### config.mk
export PLATFORM = sky130hd
export DESIGN_NAME = pipe_adder
export DESIGN_NICKNAME = d
export VERILOG_FILES = /design/src/rtl/pipe_adder.sv
export SDC_FILE = /design/constraint.sdc
export NUM_CORES = 1
export LEC_CHECK = 0
export ABC_AREA = 1
export BUFFER_PORTS_ARGS = -buffer_cell sky130_fd_sc_hd__buf_2
export CAP_MARGIN = 40
export CORE_ASPECT_RATIO = 1.25
export CORE_MARGIN = 3
export CORE_UTILIZATION = 45
export CTS_BUF_LIST = sky130_fd_sc_hd__clkbuf_2 sky130_fd_sc_hd__clkbuf_4 sky130_fd_sc_hd__clkbuf_8
export CTS_CLUSTER_DIAMETER = 30
export DETAILED_ROUTE_END_ITERATION = 10
export PLACE_DENSITY = 0.71
export REMOVE_ABC_BUFFERS = 1
export SETUP_SLACK_MARGIN = 0.5
export SYNTH_ARGS = -nofsm -noshare
export SYNTH_HDL_FRONTEND = slang
export SYNTH_SLANG_ARGS = --single-unit
### constraint.sdc
create_clock -name clk -period 2.55 [get_ports clk]
set_clock_uncertainty 0.15 [all_clocks]
set_input_delay 0.255 -clock clk [delete_from_list [all_inputs] [get_ports clk]]
set_output_delay 0.255 -clock clk [all_outputs]
set_load 0.02 [all_outputs]
### src/rtl/pipe_adder.sv
// pipe_adder: pipelined WIDTH-bit adder with carry-in.
// Each of STAGES register stages adds one CHUNK = WIDTH/STAGES slice and hands
// its carry to the next stage. Valid/ready handshake on both sides with a
// single global advance enable, so the whole pipeline moves or holds as one.
// WIDTH must be a multiple of STAGES.
// Optional feature macro: PIPE_ADDER_OVF_EN adds the signed overflow output Ovf,
// pipelined alongside its result.
module pipe_adder #(
   parameter int WIDTH  = 8,
   parameter int STAGES = 4
) (
   input  logic             clk,
   input  logic             rst,
   input  logic             in_valid,
   output logic             in_ready,
   input  logic [WIDTH-1:0] A,
   input  logic [WIDTH-1:0] B,
   input  logic             Cin,
   output logic             out_valid,
   input  logic             out_ready,
   output logic [WIDTH-1:0] Sum,
   output logic             Carry
`ifdef PIPE_ADDER_OVF_EN
   ,
   output logic             Ovf
`endif
);

   localparam int CHUNK = WIDTH / STAGES;
   localparam int LAST  = STAGES - 1;

   // Per-stage registers. Operands ride along in full so later stages can pick
   // their own chunk; the sum register accumulates the low chunks produced so far.
   logic [STAGES-1:0] valid_q, valid_d;
   logic [STAGES-1:0] carry_q, carry_d;
   logic [WIDTH-1:0]  a_q   [STAGES];
   logic [WIDTH-1:0]  a_d   [STAGES];
   logic [WIDTH-1:0]  b_q   [STAGES];
   logic [WIDTH-1:0]  b_d   [STAGES];
   logic [WIDTH-1:0]  sum_q [STAGES];
   logic [WIDTH-1:0]  sum_d [STAGES];

   // Stage inputs: stage 0 sees the ports, stage k sees stage k-1's registers.
   logic [WIDTH-1:0]  a_src   [STAGES];
   logic [WIDTH-1:0]  b_src   [STAGES];
   logic [WIDTH-1:0]  s_src   [STAGES];
   logic [STAGES-1:0] c_src;
   logic [STAGES-1:0] v_src;

   // Combinational results of each stage before registering.
   logic [CHUNK:0]    part     [STAGES];
   logic [WIDTH-1:0]  sum_calc [STAGES];

   logic en;

`ifdef PIPE_ADDER_OVF_EN
   logic ovf_q, ovf_d;
   logic ovf_calc;
`endif

   // Advance whenever the output slot is empty or being taken this cycle.
   always_comb begin
      en = out_ready || !valid_q[LAST];
   end

   assign in_ready  = en;
   assign out_valid = valid_q[LAST];
   assign Sum       = sum_q[LAST];
   assign Carry     = carry_q[LAST];
`ifdef PIPE_ADDER_OVF_EN
   assign Ovf       = ovf_q;
`endif

   // Wire each stage to its predecessor (or to the input ports for stage 0).
   always_comb begin
      a_src[0] = A;
      b_src[0] = B;
      s_src[0] = '0;
      c_src[0] = Cin;
      v_src[0] = in_valid;
      for (int k = 1; k < STAGES; k++) begin
         a_src[k] = a_q[k-1];
         b_src[k] = b_q[k-1];
         s_src[k] = sum_q[k-1];
         c_src[k] = carry_q[k-1];
         v_src[k] = valid_q[k-1];
      end
   end

   // Chunk adders: stage k adds slice k plus the incoming carry and drops the
   // result into its slot of the accumulated sum.
   always_comb begin
      for (int k = 0; k < STAGES; k++) begin
         part[k] = {1'b0, a_src[k][k*CHUNK +: CHUNK]}
                 + {1'b0, b_src[k][k*CHUNK +: CHUNK]}
                 + {{CHUNK{1'b0}}, c_src[k]};
         sum_calc[k] = s_src[k];
         sum_calc[k][k*CHUNK +: CHUNK] = part[k][CHUNK-1:0];
      end
   end

   // Next-state: load from predecessor when enabled, otherwise hold everything.
   always_comb begin
      valid_d = valid_q;
      carry_d = carry_q;
      for (int k = 0; k < STAGES; k++) begin
         a_d[k]   = a_q[k];
         b_d[k]   = b_q[k];
         sum_d[k] = sum_q[k];
         if (en) begin
            valid_d[k] = v_src[k];
            carry_d[k] = part[k][CHUNK];
            a_d[k]     = a_src[k];
            b_d[k]     = b_src[k];
            sum_d[k]   = sum_calc[k];
         end
      end
   end

`ifdef PIPE_ADDER_OVF_EN
   // Signed overflow is decided in the last stage, where the MSB of the sum is
   // produced; it travels with its result and holds during stalls.
   always_comb begin
      ovf_calc = (a_src[LAST][WIDTH-1] == b_src[LAST][WIDTH-1]) &&
                 (sum_calc[LAST][WIDTH-1] != a_src[LAST][WIDTH-1]);
      ovf_d    = en ? ovf_calc : ovf_q;
   end
`endif

   // Stage registers with synchronous reset clearing all in-flight data.
   always_ff @(posedge clk) begin
      if (rst) begin
         valid_q <= '0;
         carry_q <= '0;
         for (int k = 0; k < STAGES; k++) begin
            a_q[k]   <= '0;
            b_q[k]   <= '0;
            sum_q[k] <= '0;
         end
`ifdef PIPE_ADDER_OVF_EN
         ovf_q <= 1'b0;
`endif
      end else begin
         valid_q <= valid_d;
         carry_q <= carry_d;
         for (int k = 0; k < STAGES; k++) begin
            a_q[k]   <= a_d[k];
            b_q[k]   <= b_d[k];
            sum_q[k] <= sum_d[k];
         end
`ifdef PIPE_ADDER_OVF_EN
         ovf_q <= ovf_d;
`endif
      end
   end

endmodule

==> impl_metrics.json, run 1 <==
{
  "status": "complete, no violations",
  "drtAntennaViolNets": 0,
  "synthesis.area_mm2": 0.002437,
  "total_power_mw": 1.673,
  "yosys_warnings": 0,
  "finalSetupViolations": 0,
  "clock-sinks": 52,
  "cp.arrival_ns": 1.45,
  "drtIter0Drc": 212,
  "ys_seq_area_share_pct": 42.71,
  "fmax_mhz": 538.1,
  "vdd.ir_drop.worst_mv": 0.2370,
  "final_common_cell": "nor2_1",
  "grt_max_degree": 54,
  "start_util_pct": 47.30,
  "cts_buffers": 5,
  "die_w_um": 71.83,
  "rows": 29,
  "io_pins": 32,
  "via_count": 1986,
  "yosys_register_bits": 52,
  "grt_pass1_wl_mm": 7.583,
  "layout_min_cycle_time_ns": 1.858,
  "routedWlPerCell_um": 9.609,
  "syn_inst": 359,
  "p_clk_share_pct": 33.5,
  "fin_hold_ws_ns": 0.02415,
  "critPathMaxStageDelay_ns": 0.46,
  "area_delta_synth_final_pct": 11.19,
  "critPathMaxFanout": 53,
  "path_cells": "buf_4, nand2_1, buf_2",
  "worst_slack_ns": 0.6917,
  "startpoint_type": "register",
  "grt_overflow_total": 0,
  "hp-class": "primary input to register",
  "first_pass_iters": 4,
  "maxSlewHeadroom_pct": 62.46,
  "hold_viol_final": 0,
  "maxSlewViolCount": 0,
  "tns_ns": 0,
  "final_core_util_pct": 52.60,
  "dp_cells": 436,
  "antenna_found_initial": 0,
  "grt_pass1_vias": 1775,
  "place_area_mm2": 0.002589,
  "power.density_mw_per_mm2": 617.4,
  "power.switching_mw": 0.4165,
  "vias_per_cell": 4.463,
  "cts-root-buf": "clkbuf_8",
  "most-common-layout-cells": "102 x nor2_1, 68 x inv_1, 52 x nand2_1",
  "core_area_mm2": 0.005152,
  "p_int_mw": 1.257,
  "cp_slowest_cell": "buf_4",
  "cap_viol_max_count": 0,
  "num_antenna_cells": 0,
  "postRouteWirelength_mm": 4.276,
  "rsz0062_at_grt": "no",
  "worstSkewPairLatency_ns": 0.30,
  "combPwrFrac_pct": 13.3,
  "finalNonFillerCells": 445,
  "layout-drive-gt1-share_pct": 12.53,
  "h-tree-depth": 2,
  "synth_area_per_cell_um2": 6.789,
  "drc_errors": 0,
  "die_area_mm2": 0.006341,
  "worstMarginPinSlew_ns": 0.5623,
  "endpoint_kind": "primary output",
  "synth_cell_types": 13,
  "p_leak_nw": 1.277,
  "final_area_mm2": 0.002710,
  "required_ns": 2.14,
  "path_buf_inv": 2,
  "clk_pin_slew_ns": 0.09,
  "clock_path_buffers": 2,
  "seqPwrFrac_pct": 53.1,
  "cts_tree": "yes",
  "post-place-ws_ns": 0.7906,
  "p_sw_share_pct": 24.89,
  "dp_hpwl_mm": 2.519,
  "fin_crit_sh_pct": 72.87,
  "io_buffers": 31,
  "grt.total_usage_pct": 14.64,
  "cp_top_family": "buffers and inverters",
  "place.gp.congestion": 0.6987,
  "path_class": "register to primary output",
  "postCtsSetupBuffers": 0,
  "nets": 411,
  "dieHeight_um": 88.28
}
## path summary, 6_finish.rpt
check	endpoint	depth (start not counted)	from	slack [ns]
worst min-delay path	a_q[0][5]	3	A[5]	0.02
worst max register to register	sum_q[3][7]	6	carry_q[2]	0.83
worst max-delay path	in_ready	3	valid_q[3]	0.69
worst min register to register	valid_q[3]	2	valid_q[2]	0.30
## power by group through the flow
stage / Sequential [mW] / Clock [mW] / Combinational [mW]
finish: 0.889 / 0.561 / 0.223
global placement: 0.906 / 0 / 0.219
global route: 0.896 / 0.611 / 0.263
floorplan: 0.920 / 0 / 0.149
detailed placement: 0.908 / 0 / 0.224
CTS: 0.889 / 0.580 / 0.227
## area by class of cell
class / instances / area (µm²)
fill: 525 / 2442
clock inverter: 2 / 35.03
clock buffer: 6 / 76.32
sequential: 52 / 1042
tap: 62 / 77.57
timing repair buffer: 37 / 202.7
inverter: 71 / 266.5
multi-input combinational: 215 / 1010
## timing repair
item / CTS / global route
gates resized for setup: 0 / 0
endpoints found under the setup margin: 0 / 0
hold buffers: 1 / 0
endpoints found under the hold margin: 1 / 0
## synth_stat cells, drive strengths merged
| library cell | instances | area (µm²) |
|---|---|---|
| fa | 8 | 160.2 |
| buf | 17 | 105.1 |
| clkinv | 1 | 3.750 |
| inv | 70 | 262.8 |
| nor2 | 103 | 394.1 |
| nand2 | 52 | 195.2 |
| nand3 | 51 | 255.2 |
| clkbuf | 4 | 15.01 |
| dfxtp | 52 | 1041 |
| a21oi | 1 | 5.000 |
## layer usage
metal  track usage (%)  wire length (µm)  vias up
li1                  -                 -     1087
met1             19.26              2054      859
met2             23.66              1988       34
met3             2.727               173        6
met4             6.154                59        0
met5                 0                 0        -
## kinds of logic after synthesis
logic type / Yosys count / synth area share [%]
buf+inv: 92 / 15.86
compound gates: 1 / 0.2051
flops: 52 / 42.71
simple gates: 206 / 34.65
fa+ha+maj: 8 / 6.571
## worst reg2reg max path: cells and delay by family, from the launching register on
family        cells  cell delay [ns]
flops             1             0.32
simple gates      2             0.14
buf+inv           2             0.10
fa+ha+maj         2             0.92
## flip-flops by register name (all words and copies together), names as in the netlist
name / flops
sum_q: 20
a_q: 12
b_q: 12
carry_q: 4
valid_q: 4
(Power assumes the default switching activity.)
==> run 2, diff against run 1 <==
--- a/config.mk
+++ b/config.mk
@@ -14,7 +14,7 @@
 export CTS_BUF_LIST = sky130_fd_sc_hd__clkbuf_2 sky130_fd_sc_hd__clkbuf_4 sky130_fd_sc_hd__clkbuf_8
 export CTS_CLUSTER_DIAMETER = 30
 export DETAILED_ROUTE_END_ITERATION = 10
-export PLACE_DENSITY = 0.71
+export PLACE_DENSITY = 0.73
 export REMOVE_ABC_BUFFERS = 1
 export SETUP_SLACK_MARGIN = 0.5
 export SYNTH_ARGS = -nofsm -noshare
==> constraint.sdc (replaced) <==
create_clock -name clk -period 1.7 [get_ports clk]
set_clock_uncertainty 0.15 [all_clocks]
set_input_delay 0.17 -clock clk [delete_from_list [all_inputs] [get_ports clk]]
set_output_delay 0.17 -clock clk [all_outputs]
set_load 0.02 [all_outputs]
==> run 2 against run 1 <==
Against the previous run:
- the flow now finishes with violations (negative setup slack)
- combinational power increased by 120%
- hold slack better by 0.14 ns
- die area did not move
- sequential share of layout area shrank 7.7 points
- critical path depth up 3
- first-iteration DRC count grew 7.1%
- global-route usage rose by 1.9 points
- via count rose by 14%
- sequential power increased by 53%
- count of clock-buffer cells in the layout is the same
- final cell count rose by 6.5%
- register-to-register slack lost 0.83 ns
==> impl_metrics.json, run 2 (same netlist as run 1, synthesis figures left out) <==
{
  "status": "complete, but fails checks",
  "violations": "negative setup slack",
  "required_ns": 1.76,
  "worstSkewPairLatency_ns": 0.31,
  "whs_endpoint": "valid_q[3]",
  "drtAntennaViolNets": 0,
  "met1_length_mm": 2.334,
  "critPathMaxStageDelay_ns": 0.53,
  "h-tree-depth": 2,
  "path_cells": "inv_2, fa_2, fa_2, inv_1, nor2_1, nor2_1",
  "vias_per_cell": 4.778,
  "total_power_mw": 2.543,
  "first_pass_iters": 4,
  "io_buffers": 31,
  "core_area_mm2": 0.005152,
  "maxUsedRoutingLayer": "met4",
  "fillers": 410,
  "critPathMaxFanout": 2,
  "cp.arrival_ns": 1.76,
  "endpoint_kind": "register",
  "startpoint_type": "register",
  "most-common-layout-cells": "67 x nor2_1, 55 x inv_1, 51 x nand3_1, 51 x nand2_1, 44 x dfxtp_1",
  "grt.total_usage_pct": 16.56,
  "cap_viol_max_count": 0,
  "drtIter0Drc": 227,
  "grt_pass1_vias": 2018,
  "routedWlPerCell_um": 12.58,
  "final_core_util_pct": 66.42,
  "largestRegisters": "sum_q x20, a_q x12, b_q x12",
  "layout_min_cycle_time_ns": 1.701,
  "final_common_cell": "nor2_1",
  "dp_hpwl_mm": 2.788,
  "io_pins": 32,
  "maxSlewViolCount": 0,
  "rsz0062_at_grt": "yes",
  "rows": 29,
  "final-seq-area_mm2": 0.001054,
  "grt_max_degree": 52,
  "cp_slowest_cell": "fa_2",
  "tns_ns": -0.0008763,
  "layout-drive-gt1-share_pct": 30.58,
  "dieHeight_um": 88.28,
  "hold_viol_final": 0,
  "path_class": "register to register",
  "largest-register": "sum_q",
  "path_buf_inv": 2,
  "grt_pass1_wl_mm": 8.404,
  "worstSetupPathDepth": 6,
  "start_util_pct": 47.30,
  "die_area_mm2": 0.006341,
  "min_from": "out_ready",
  "clock_path_buffers": 2,
  "multiInputGateArea_mm2": 0.001255,
  "drc_errors": 0,
  "fmax_mhz": 587.9,
  "antenna_found_initial": 0,
  "hp-class": "primary input to register",
  "place.gp.congestion": 0.7493,
  "via_count": 2265,
  "maxSlewHeadroom_pct": 82.22,
  "r2r_cells": 6,
  "num_antenna_cells": 0,
  "grt_overflow_total": 0,
  "worstMarginPinSlew_ns": 0.2663,
  "r2r-end": "sum_q[1][3]",
  "dr_wl_met3_um": 229,
  "ff2ff_setup_slack_ns": -0.0009,
  "largest_reg_flops": 20,
  "dp_cells": 438,
  "fin_crit_sh_pct": 100.1,
  "reg2reg_from": "a_q[0][2]",
  "route.met2.wl_mm": 3.226,
  "nets": 441,
  "finalNonFillerCells": 474,
  "p_leak_nw": 1.545,
  "clk_pin_slew_ns": 0.08,
  "clock-sinks": 52,
  "power.density_mw_per_mm2": 743.2,
  "worst_slack_ns": -0.0008763,
  "postRouteWirelength_mm": 5.964,
  "area_delta_synth_final_pct": 40.40,
  "cp_top_family": "adder cells",
  "min_path_cells": 4,
  "vdd.ir_drop.worst_mv": 0.4943,
  "die_w_um": 71.83,
  "fin_hold_ws_ns": 0.1678,
  "cts-root-buf": "clkbuf_8",
  "finalSetupViolations": 1,
  "cts_buffers": 5,
  "cts_tree": "yes"
}
run 2: cell count changes in the layout (fill, tap and decap cells not counted), sizes merged:
cell / previous run / this run
bufinv: 1 / 0
buf: 36 / 49
dlygate4sd3: 1 / 14
clkbuf: 6 / 10
run 2: final cells by class:
| class | instances | share of cell area [%] |
|---|---|---|
| multi-input combinational | 215 | 36.67 |
| sequential | 52 | 30.79 |
| timing repair buffer | 67 | 20.04 |
| inverter | 71 | 7.861 |
| tap | 62 | 2.267 |
| clock buffer | 6 | 2.230 |
| clock inverter | 1 | 0.1463 |
run 2: worst min-delay path, stage by stage:
cell     delay [ns]
buf_2          0.14
inv_2          0.14
nand2_4        0.09
a21oi_1        0.05
run 2: how the worst max path moves through the flow:
stage                    start          end  slack [ns]
floorplan           valid_q[3]   a_q[0][12]       -0.67
global placement    carry_q[2]  sum_q[3][7]        0.01
detailed placement  carry_q[1]  sum_q[2][5]       -0.06
CTS                 a_q[0][12]  sum_q[2][5]       0.008
global route         a_q[0][2]  sum_q[1][3]       -0.05
finish               a_q[0][2]  sum_q[1][3]     -0.0009
run 2: layer usage:
layer	vias to the layer above	GRT usage [%]
met4	0	7.692
met5	-	0
li1	1152	-
met2	52	30.02
met3	18	2.500
met1	1043	19.07
run 2: where the power goes:
part | switching (mW) | internal (mW)
registers | 0.0551 | 1.30
clock network | 0.393 | 0.297
logic | 0.261 | 0.236
run 2: metrics by stage:
step | area (µm²) | setup WS (ns)
6_report | 3422 | -0.0008763
5_1_grt | 3422 | -0.04806
4_1_cts | 2979 | 0.008127
3_5_place_dp | 2641 | -0.05972
3_3_place_gp | 2641 | 0.01412
2_1_floorplan | 2317 | -0.6704
run 2: timing repair:
| action | in CTS | in global routing |
|---|---|---|
| hold buffers | 14 | 0 |
| buffers inserted | 4 | 4 |
| setup endpoints to repair | 53 | 52 |
| resized for setup | 26 | 90 |
| pin swaps | 17 | 49 |
| gates cloned | 1 | 6 |
| hold endpoints to repair | 14 | 0 |
